### src/rtl/lifo_pkg.sv
// ============================================================================
//  Module      : lifo_pkg
//  Description : Shared defaults, counter width derivation and FSM encoding
//                for the LIFO burst reader.
//  Revision    : 1.0  initial release
// ============================================================================
`default_nettype none

package lifo_pkg;

  localparam int c_DATA_W_DEF    = 2;
  localparam int c_LIFO_SIZE_DEF = 6;

  // Counter must hold every value 0..LIFO_SIZE inclusive.
  function automatic int lifo_cnt_w(input int size);
    return $clog2(size + 1);
  endfunction

  localparam int             c_ST_W     = 2;
  localparam logic [c_ST_W-1:0] c_ST_IDLE  = 2'd0;
  localparam logic [c_ST_W-1:0] c_ST_POP   = 2'd1;
  localparam logic [c_ST_W-1:0] c_ST_DRAIN = 2'd2;

endpackage

`default_nettype wire

### src/rtl/lifo_out_reg.sv
// ============================================================================
//  Module      : lifo_out_reg
//  Description : Output beat register; holds data/last under backpressure.
//  Revision    : 1.0  initial release
// ============================================================================
`default_nettype none

module lifo_out_reg #(
  parameter int DATA_W = 2
) (
  input  logic              clk,
  input  logic              reset,
  input  logic              load,
  input  logic [DATA_W-1:0] load_data,
  input  logic              load_last,
  input  logic              ready,
  output logic [DATA_W-1:0] data,
  output logic              valid,
  output logic              last
);

  logic [DATA_W-1:0] r_data;
  logic              r_valid;
  logic              r_last;

  // A load only happens when the slot is empty or being drained this cycle,
  // so data/last never change while a beat is stalled.
  always_ff @(posedge clk or negedge reset) begin
    if (!reset) begin
      r_data  <= '0;
      r_valid <= 1'b0;
      r_last  <= 1'b0;
    end else if (load) begin
      r_data  <= load_data;
      r_valid <= 1'b1;
      r_last  <= load_last;
    end else if (r_valid && ready) begin
      r_valid <= 1'b0;
    end
  end

  assign data  = r_data;
  assign valid = r_valid;
  assign last  = r_last;

endmodule

`default_nettype wire

### src/rtl/lifo_reader.sv
// ============================================================================
//  Module      : lifo_reader
//  Description : Pops a burst of len entries from a LIFO onto a ready/valid
//                stream, flagging underrun if the LIFO empties early.
//  Revision    : 1.0  initial release
// ============================================================================
`default_nettype none

module lifo_reader
  import lifo_pkg::*;
#(
  parameter int   DATA_W    = c_DATA_W_DEF,
  parameter int   LIFO_SIZE = c_LIFO_SIZE_DEF,
  localparam int  CNT_W     = lifo_cnt_w(LIFO_SIZE)
) (
  input  logic              clk,
  input  logic              reset,
  input  logic              start,
  input  logic [CNT_W-1:0]  len,
  output logic              busy,
  output logic              lifo_read,
  input  logic              lifo_val,
  input  logic [DATA_W-1:0] lifo_data,
  output logic [DATA_W-1:0] out_data,
  output logic              out_valid,
  input  logic              out_ready,
  output logic              out_last,
  output logic              done,
  output logic              underrun
);

  localparam logic [CNT_W-1:0] c_CNT_ONE = CNT_W'(1);

  logic [c_ST_W-1:0] r_state;
  logic [c_ST_W-1:0] w_state_nxt;
  logic [CNT_W-1:0]  r_remaining;
  logic              r_done;
  logic              r_underrun;

  logic w_start_ok;
  logic w_zero_start;
  logic w_underrun_ev;
  logic w_last_hs;
  logic w_rem_one;

  assign w_rem_one = (r_remaining == c_CNT_ONE);

  // State register
  always_ff @(posedge clk or negedge reset) begin
    if (!reset) begin
      r_state <= c_ST_IDLE;
    end else begin
      r_state <= w_state_nxt;
    end
  end

  // Next-state logic
  always_comb begin
    w_state_nxt = r_state;
    case (r_state)
      c_ST_IDLE: begin
        if (w_start_ok) begin
          w_state_nxt = c_ST_POP;
        end
      end
      c_ST_POP: begin
        if (lifo_read && w_rem_one) begin
          w_state_nxt = c_ST_DRAIN;
        end else if (w_underrun_ev) begin
          w_state_nxt = c_ST_IDLE;
        end
      end
      c_ST_DRAIN: begin
        if (w_last_hs) begin
          w_state_nxt = c_ST_IDLE;
        end
      end
      default: w_state_nxt = c_ST_IDLE;
    endcase
  end

  // Output / event decode
  always_comb begin
    busy          = (r_state != c_ST_IDLE);
    w_start_ok    = (r_state == c_ST_IDLE) && start && (len != '0);
    w_zero_start  = (r_state == c_ST_IDLE) && start && (len == '0);
    lifo_read     = (r_state == c_ST_POP) && lifo_val && (r_remaining != '0)
                    && (!out_valid || out_ready);
    w_underrun_ev = (r_state == c_ST_POP) && !lifo_val && (r_remaining != '0)
                    && !out_valid;
    w_last_hs     = (r_state == c_ST_DRAIN) && out_valid && out_ready && out_last;
  end

  always_ff @(posedge clk or negedge reset) begin
    if (!reset) begin
      r_remaining <= '0;
      r_done      <= 1'b0;
      r_underrun  <= 1'b0;
    end else begin
      r_done <= w_zero_start || w_underrun_ev || w_last_hs;
      if (w_start_ok) begin
        r_remaining <= len;
      end else if (lifo_read) begin
        r_remaining <= r_remaining - c_CNT_ONE;
      end else if (w_underrun_ev) begin
        r_remaining <= '0;
      end
      if (w_start_ok || w_zero_start) begin
        r_underrun <= 1'b0;
      end else if (w_underrun_ev) begin
        r_underrun <= 1'b1;
      end
    end
  end

  lifo_out_reg #(
    .DATA_W (DATA_W)
  ) u_out_reg (
    .clk       (clk),
    .reset     (reset),
    .load      (lifo_read),
    .load_data (lifo_data),
    .load_last (w_rem_one),
    .ready     (out_ready),
    .data      (out_data),
    .valid     (out_valid),
    .last      (out_last)
  );

  assign done     = r_done;
  assign underrun = r_underrun;

endmodule

`default_nettype wire

### config.mk
export PLATFORM = sky130hd
export DESIGN_NAME = lifo_reader
export DESIGN_NICKNAME = d
export VERILOG_FILES = /design/src/rtl/lifo_pkg.sv /design/src/rtl/lifo_out_reg.sv /design/src/rtl/lifo_reader.sv
export SDC_FILE = /design/constraint.sdc
export NUM_CORES = 1
export LEC_CHECK = 0
export ABC_AREA = 1
export CAP_MARGIN = 40
export CORE_UTILIZATION = 40
export DETAILED_ROUTE_END_ITERATION = 8
export GPL_TIMING_DRIVEN = 0
export PLACE_DENSITY = 0.74
export SYNTH_ARGS = -nofsm -noshare
export SYNTH_HDL_FRONTEND = slang
export SYNTH_SLANG_ARGS = --single-unit
### constraint.sdc
create_clock -name clk -period 3 [get_ports clk]
set_clock_uncertainty 0.05 [all_clocks]
set_input_delay 0.9 -clock clk [delete_from_list [all_inputs] [get_ports clk]]
set_output_delay 0.9 -clock clk [all_outputs]
set_load 0.005 [all_outputs]
# Word level (Yosys, flattened, before mapping)
# Cells that the tools add are included.
# W data, S select, Z words.
dict set report classes {
  eq_ne 6
  addsub 1
  n_mux 12
  reduce_logical 29
}
# cell n
set op_table {}
lappend op_table {{$logic_and A1 B1 Y1} 14}
lappend op_table {{$mux W3} 3}
lappend op_table {{$reduce_bool A3 Y1} 3}
lappend op_table {{$mux W2} 4}
lappend op_table {{$pmux W2 S3} 1}
lappend op_table {{$reduce_bool A2 Y1} 3}
lappend op_table {{$logic_or A1 B1 Y1} 4}
lappend op_table {{$mux W1} 4}
lappend op_table {{$ne A2 B2 Y1 const B} 2}
lappend op_table {{$eq A3 B1 Y1 const B} 1}
lappend op_table {{$logic_not A3 Y1} 1}
lappend op_table {{$ne A3 B3 Y1 const B} 1}
lappend op_table {{$reduce_and A3 Y1} 1}
lappend op_table {{$sub A3 B1 Y3 const B} 1}
lappend op_table {{$eq A2 B1 Y1 const B} 1}
lappend op_table {{$eq A2 B2 Y1 const B} 1}
lappend op_table {{$logic_not A1 Y1} 2}
lappend op_table {{$logic_not A2 Y1} 1}
dict set report totals {
  output_inout_bits 8
  word_cells 55
  in_bits 10
  register_bits 11
}

# Logic depth before layout (Yosys ltp)
# Gate-level depths: netlist of the first run.
dict set report depth {
  word_depth 7
  ltp_mapped 9
}

# Cells and area by module
# Synthesis of the first run repeated with hierarchy kept, for this count alone.
dict set report unflattened {
  hier_cells 88
  area_unflattened_um2 688.2
}
# mod area_per_inst_um2 n_inst cells_per_inst
set modules_own_cells {}
lappend modules_own_cells {lifo_reader 539.3 1 71}
lappend modules_own_cells {lifo_out_reg 148.9 1 17}

# Worst setup path before layout of the first run
# No wires, ideal clock.
dict set report synth_timing {
  path_type {input to output}
  startpoint {input out_ready}
  endpoint {output lifo_read}
  path_stages 2
  setup_slack_ns 0.933
  path_buffers 0
  arrival_ns 1.117
  cell_sequence {nor2_4 nor2_8}
}
dict set report synth_between {
  elab_chain_cells 2
}
# item line_no
set synth_rtl {}
lappend synth_rtl {{start, declared} lifo_reader.sv:26} ;# input logic out_ready,
lappend synth_rtl {{$logic_or A1 B1 Y1} lifo_reader.sv:88} ;# && (!out_valid || out_ready);
lappend synth_rtl {{$logic_and A1 B1 Y1} lifo_reader.sv:88}
lappend synth_rtl {{end, declared} lifo_reader.sv:21} ;# output logic lifo_read,
# No other way between the ends.

# Worst setup path in the final report of the first run
dict set report layout_timing {
  startpoint {input lifo_val}
  endpoint {output lifo_read}
}
dict set report layout_between {
  elab_chain_cells 3
}
# item line_no
set layout_rtl {}
lappend layout_rtl {{start, declared} lifo_reader.sv:22} ;# input logic lifo_val,
lappend layout_rtl {{$logic_and A1 B1 Y1 (2 in series)} lifo_reader.sv:87} ;# lifo_read = (r_state == c_ST_POP) && lifo_val && (r_remaining != '0)
lappend layout_rtl {{$logic_and A1 B1 Y1} lifo_reader.sv:88}
# No other way between the ends.

==> impl_metrics.ini, run 1 <==
[layout]
final_cell_mix = sky130_fd_sc_hd__nand2_1 (26), sky130_fd_sc_hd__inv_1 (15), sky130_fd_sc_hd__clkdlybuf4s50_1 (15), sky130_fd_sc_hd__dfrtp_1 (11), sky130_fd_sc_hd__nand3_1 (7)
fraction_of_final_layout_cells_with_drive_strength_greater_than_1 = 0.157
layout_cells_excl_fill = 124
num-nets-final = 122
num-fill-cells = 148
area_delta_synth_final_pct = 31.5
postLayoutCoreUtil = 0.579
layout_commonest_cell = sky130_fd_sc_hd__nand2_1
antennaDiodeCount = 0

[route]
post_drt_wl_per_cell_um = 10.4
ant_nets = 0
m1WireLength_um = 555
vias = 594
route.met2.wl_um = 629
wl_met3_um = 83
detail_route.drc_violations = 0
drt_pass1_iterations = 4
wl_mm = 1.29
via_per_inst = 4.79
maxUsedRoutingLayer = met4
dr.first_iter.drc_count = 7

[floorplanning]
floorplan.initialDensity = 0.440
die_y_um = 43.2
die_area_mm2 = 0.00186
num_rows = 14
io_pins = 18
core-area_mm2 = 0.00154
floorplan.die.width_um = 43.2

[clocking]
cts_inserted_buffers = 3
tritoncts = yes
cts.root.buffer_cell = sky130_fd_sc_hd__clkbuf_4
cts-hold-fix-buffers = 0
cts.path.max_buffers = 2
clock_pin_slew_of_the_registers_on_the_worst_case_setup_and_hold_paths_ns = 0.06
clock-sinks = 11
ctsHtreeMaxLevel = 1
clock_insertion_delay_worst_skew_ns = 0.27

[place]
buffer_ports.inserted = 17
dpl_worst_slack_ns = -0.139
placed_cells = 120
place_congestion = 0.831
hpwlAfterDp_mm = 1.05

[sta]
period_minus_slack_ns = 2.87
grt_setup_unrepaired = false
fin_crit_share = 0.956
fin_ws_ns = 0.132
final-hold-violation-count = 0
holdWs_ns = 0.435
relSlewSlack = 0.667
clock.fmax_mhz = 349
tightest_slew_ns = 0.498
report.final.slew_viol_count = 0
tns_ns = 0
setup_viol = 0

[global_route]
grt_start_max_net_pins = 12
grt.total_usage = 0.169
first_global_vias = 555
grt_first_pass_wirelength_mm = 2.30
globalRouteOverflowTotal = 0
grt_antenna_before_repair = 0

[synth]
yosysSeqAreaShare = 0.406
synthesis.nets = 100
synth-xor-area-share = 0
syn_area_um2 = 678
synth_simple_gate_area_share = 0.415
synth_mux_area_frac = 0
synth_area_per_cell_um2 = 7.79
synth.yosys.warnings = 0
yosys.area_share.adder = 0.0554
synth_compound_gate_area_share = 0.0185
netlist-cell-type-count = 15
synthCells = 87
yosys_register_bits = 11
synth_top_family_by_area = simple AND/OR/NAND/NOR gates

[setup_path]
crit_type = input pin to output pin
timing.critical_path.from_type = input pin
timing.critical_path.arrival_ns = 1.92
critical_path.cell_chain = dlygate4sd2_1 > nand3_4 > nor2_8 > clkdlybuf4s50_1
worst_ep_required_time_ns = 2.05
timing.critical_path.fanout_max = 4
critical_path.endpoint_type = output pin
critPathMaxStageDelay_ns = 0.50
worst_path_max_delay_cell = sky130_fd_sc_hd__clkdlybuf4s50_1

[pwr]
peak_vdd_ir_uv = 475
reg_power_frac = 0.330
power.switching_fraction = 0.417
power.net_switching_uw = 331
intPower_uw = 463
comb_power_share = 0.546
p_leak_nw = 0.470
p_clk_frac = 0.125
cellPowerDensity_mw_per_mm2 = 891

[status]
run_status = finished, final reports clean

[hold_path]
timing.hold.worst.class = flip-flop to flip-flop

[job]
max_cap_violations = 0
[worst max-delay path: cells and delay by family]
family	cells	cell delay, ns
buffers and inverters	2	0.78
and+or+nand+nor	2	0.23
[routing by layer]
layer | vias up | track usage
li1 | 306 | -
met1 | 266 | 0.203
met2 | 20 | 0.275
met3 | 2 | 0.0553
met4 | 0 | 0.0727
met5 | - | 0
[through the flow]
stage | area [µm²] | total power [mW]
2_1_floorplan | 678 | 0.542
3_5_place_dp | 868 | 0.702
6_report | 892 | 0.795
4_1_cts | 892 | 0.802
3_3_place_gp | 868 | 0.690
5_1_grt | 892 | 0.876
[power groups by stage]
stage	Sequential, mW	Combinational (mW)	Clock, mW
floorplan	0.259	0.283	0
global placement	0.262	0.428	0
detailed placement	0.263	0.438	0
CTS	0.262	0.438	0.102
global route	0.270	0.499	0.107
finish	0.262	0.434	0.0991
[what timing repair did]
action                     4_1_cts  5_1_grt
buffers inserted                 0        0
setup endpoints to repair        1        0
gates resized for setup          2        0
[flip-flops by register name (all words and copies together) (netlist names)]
register and flops:
r_remaining 3, r_state 2, u_out_reg.data 2, done 1, u_out_reg.last 1, u_out_reg.valid 1, underrun 1
[cells in the mapped netlist]
master                     number  share of area
sky130_fd_sc_hd__dfrtp_1       11           0.41
sky130_fd_sc_hd__ha_1           3          0.055
sky130_fd_sc_hd__a21boi_0       1          0.011
sky130_fd_sc_hd__nand2_2        4          0.037
sky130_fd_sc_hd__nor2_2         1         0.0092
sky130_fd_sc_hd__a21oi_1        1         0.0074
sky130_fd_sc_hd__nor2_4         3          0.050
sky130_fd_sc_hd__nand2_1       26           0.14
sky130_fd_sc_hd__inv_2          4          0.022
sky130_fd_sc_hd__inv_1         15          0.083
sky130_fd_sc_hd__nor2_1         4          0.022
sky130_fd_sc_hd__nor2_8         1          0.030
sky130_fd_sc_hd__nand3_1        7          0.052
sky130_fd_sc_hd__nand3_4        1          0.026
sky130_fd_sc_hd__nand4_1        5          0.046
[kinds of logic after synthesis]
kind of cell	Yosys count
simple gates	52
buf+inv	19
flops	11
fa+ha+maj	3
compound gates	2
[worst paths after layout]
check / startpoint / endpoint / slack (ns) / cells past startpoint
worst min register to register: u_out_reg.data[1] / u_out_reg.data[1] / 0.43 / 2
max in group asynchronous: reset / u_out_reg.data[1] / 1.65 / 1
worst max-delay path: lifo_val / lifo_read / 0.13 / 4
worst min-delay path: u_out_reg.data[1] / u_out_reg.data[1] / 0.43 / 2
min in group asynchronous: reset / r_state[0] / 0.91 / 1
worst max register to register: r_remaining[0] / r_remaining[1] / 1.58 / 8
[area by class of cell]
class	instances	area [µm²]	area share
Multi-Input combinational cell	57	332	0.372
Timing Repair Buffer	17	168	0.188
Clock buffer	4	26.3	0.0295
Inverter	19	71.3	0.0799
Sequential cell	11	275	0.309
Tap cell	16	20.0	0.0224
Note: power is estimated with default switching activity, not from simulation.
==> run 2, diff against run 1 <==
--- a/config.mk
+++ b/config.mk
@@ -5,12 +5,13 @@
 export SDC_FILE = /design/constraint.sdc
 export NUM_CORES = 1
 export LEC_CHECK = 0
-export ABC_AREA = 1
 export CAP_MARGIN = 40
-export CORE_UTILIZATION = 40
+export CELL_PAD_IN_SITES_DETAIL_PLACEMENT = 0
+export CELL_PAD_IN_SITES_GLOBAL_PLACEMENT = 2
+export CORE_UTILIZATION = 29
 export DETAILED_ROUTE_END_ITERATION = 8
-export GPL_TIMING_DRIVEN = 0
-export PLACE_DENSITY = 0.74
+export GPL_TIMING_DRIVEN = 1
+export PLACE_DENSITY = 0.85
 export SYNTH_ARGS = -nofsm -noshare
 export SYNTH_HDL_FRONTEND = slang
 export SYNTH_SLANG_ARGS = --single-unit
==> run 2 against run 1 <==
Compared with the run above: die area up 22%; worst setup slack worse by 0.0032 ns; non-clock buffer count up 5; critical path depth increased by 1; sequential share of layout area rose by 0.35 points; register-to-register slack worse by 0.24 ns; core utilization down 13 points; global-route usage shrank 3.2 points; clock power increased by 6%; first-iteration DRC count is 43% higher; count of clock-buffer cells in the layout is 1 lower; highest routed layer unchanged.
==> impl_metrics.ini, run 2 <==
[floorplanning]
floorplan.die.width_um = 47.7
num_rows = 16
core-area_mm2 = 0.00196
floorplan.initialDensity = 0.309
io_pins = 18
die_area_mm2 = 0.00228
die_y_um = 47.7

[place]
dpl_cell_area_um2 = 848
place_congestion = 0.762
dpl_worst_slack_ns = -0.180
placed_cells = 104
hpwlAfterDp_mm = 1.02
buffer_ports.inserted = 17

[pwr]
cellPowerDensity_mw_per_mm2 = 881
peak_vdd_ir_uv = 360
power.switching_fraction = 0.360
p_clk_frac = 0.136
reg_power_frac = 0.347
comb_power_share = 0.517
p_leak_nw = 0.403
power.net_switching_uw = 280
power_uw = 777
intPower_uw = 497

[synth]
synthCells = 55
netlist-cell-type-count = 28
post_synth_most_frequent_cells = sky130_fd_sc_hd__dfrtp_1 (11), sky130_fd_sc_hd__nand2_1 (5), sky130_fd_sc_hd__inv_1 (4)
synth_top_area_frac = 0.454
synth.yosys.warnings = 0
synth_most_common_cell = sky130_fd_sc_hd__dfrtp_1
yosysSeqAreaShare = 0.454
synth_edf_count = 0
yosys_most_used_dff = sky130_fd_sc_hd__dfrtp_1
ys_async_rst_share = 1.00
synth_area_per_cell_um2 = 11.0
synthDominantAreaCellType = sky130_fd_sc_hd__dfrtp_1
synth.area.top_cells = sky130_fd_sc_hd__dfrtp_1 (45%), sky130_fd_sc_hd__ha_1 (6.2%), sky130_fd_sc_hd__mux2_1 (3.7%)
yosys_register_bits = 11
syn_area_um2 = 607
synthesis.nets = 68

[clocking]
ctsHtreeMaxLevel = 1
clock_insertion_delay_worst_skew_ns = 0.27
cts.path.max_buffers = 2
cts.root.buffer_cell = sky130_fd_sc_hd__clkbuf_4
clock_pin_slew_of_the_registers_on_the_worst_case_setup_and_hold_paths_ns = 0.08
tritoncts = yes
post_cts_buffers = 0
clock-sinks = 11
cts_inserted_buffers = 3

[route]
vias = 503
post_drt_wl_per_cell_um = 12.1
wl_mm = 1.31
detail_route.drc_violations = 0
dr.first_iter.drc_count = 10
via_per_inst = 4.66
drt_pass1_iterations = 4
ant_nets = 0

[sta]
grt_setup_unrepaired = false
tightest_slew_ns = 0.491
period_minus_slack_ns = 2.87
final-hold-violation-count = 0
relSlewSlack = 0.672
holdWs_ns = 0.444
tns_ns = 0
setup_viol = 0
fin_crit_share = 0.957
report.final.slew_viol_count = 0
clock.fmax_mhz = 348
fin_ws_ns = 0.128

[global_route]
grt_start_max_net_pins = 12
grt_first_pass_wirelength_mm = 2.04
globalRouteOverflowTotal = 0
grt_antenna_before_repair = 0
grt.total_usage = 0.138
first_global_vias = 457

[setup_path]
worst_ep_required_time_ns = 2.05
timing.critical_path.from_type = input pin
ff2ff_path_depth = 6
rr_endpoint = u_out_reg.data[0]
crit_type = input pin to output pin
timing.rr.start = r_remaining[0]
critPathMaxStageDelay_ns = 0.48
critical_path.cell_chain = clkdlybuf4s50_1 > nand2b_4 > nand4_4 > inv_1 > dlygate4sd2_1
timing.critical_path.fanout_max = 2
critical_path.endpoint_type = output pin
timing.critical_path.arrival_ns = 1.92
worst-r2r-setup-slack_ns = 1.34
worst_path_max_delay_cell = sky130_fd_sc_hd__clkdlybuf4s50_1

[status]
run_status = finished, final reports clean

[job]
max_cap_violations = 0

[layout]
layout_commonest_cell = sky130_fd_sc_hd__clkdlybuf4s50_1
final_cell_mix = sky130_fd_sc_hd__clkdlybuf4s50_1 (16), sky130_fd_sc_hd__dfrtp_1 (11), sky130_fd_sc_hd__nand2_1 (5), sky130_fd_sc_hd__buf_4 (5), sky130_fd_sc_hd__inv_1 (4)
fraction_of_final_layout_cells_with_drive_strength_greater_than_1 = 0.210
multiInputGateArea_um2 = 324
post-route-cell-area_um2 = 882
final-seq-area_um2 = 275
postLayoutCoreUtil = 0.450
num-fill-cells = 207
antennaDiodeCount = 0
layout_cells_excl_fill = 108
num-nets-final = 95
area_delta_synth_final_pct = 45.4
top_register = r_remaining
largest_register_ffs = 3

[hold_path]
holdCritStartpoint = u_out_reg.data[1]
timing.hold.worst_path_depth = 1
hold-path-endpoint = u_out_reg.data[1]
timing.hold.worst.class = flip-flop to flip-flop
run 2: worst max-delay path by stage:
| stage | start | to | slack (ns) | depth (start not counted) |
|---|---|---|---|---|
| final | out_ready | lifo_read | 0.13 | 5 |
| after CTS | out_ready | lifo_read | 0.11 | 5 |
| after global placement | out_ready | lifo_read | -0.18 | 5 |
| after global routing | out_ready | lifo_read | 0.08 | 5 |
| after detailed placement | out_ready | lifo_read | -0.18 | 5 |
| after floorplan | out_ready | lifo_read | 0.75 | 3 |
run 2: area by class of cell:
cell class	instances	area share
Tap cell	27	0.0383
Clock inverter	1	0.00567
Sequential cell	11	0.312
Clock buffer	3	0.0255
Multi-Input combinational cell	40	0.367
Timing Repair Buffer	22	0.234
Inverter	4	0.0170
run 2: what timing repair did:
| action | 4_1_cts | 5_1_grt |
|---|---|---|
| hold endpoints to repair | 0 | 0 |
| hold buffers | 0 | 0 |
| endpoints found under the setup margin | 1 | 0 |
| resized for setup | 2 | 0 |
run 2: kinds of logic after synthesis:
family                     after synthesis  share of synthesized area
and+or+nand+nor                         23                      0.254
DFF                                     11                      0.454
adders and majority gates                3                     0.0619
muxes                                    3                     0.0536
buffers and inverters                    4                     0.0247
AOI/OAI and AO/OA                       11                      0.153
run 2: power by group through the flow:
stage                     registers (mW)  clock network (mW)  logic, mW
after floorplan                    0.263                   0      0.227
after global placement             0.269                   0      0.403
after detailed placement           0.271                   0      0.406
after CTS                          0.271               0.109      0.408
after global routing               0.282               0.119      0.443
final                              0.270               0.105      0.402
run 2: per-layer routing:
layer | part of all wire | GRT usage | up-vias
met4 | 0.016 | 0.0833 | 0
li1 | - | - | 250
met2 | 0.45 | 0.184 | 16
met1 | 0.47 | 0.190 | 235
met5 | 0 | 0 | -
met3 | 0.060 | 0.0453 | 2
run 2: worst max-delay path, delay by kind of cell:
kind | cells | cell delay [ns]
buf+inv | 3 | 0.76
simple gates | 2 | 0.25
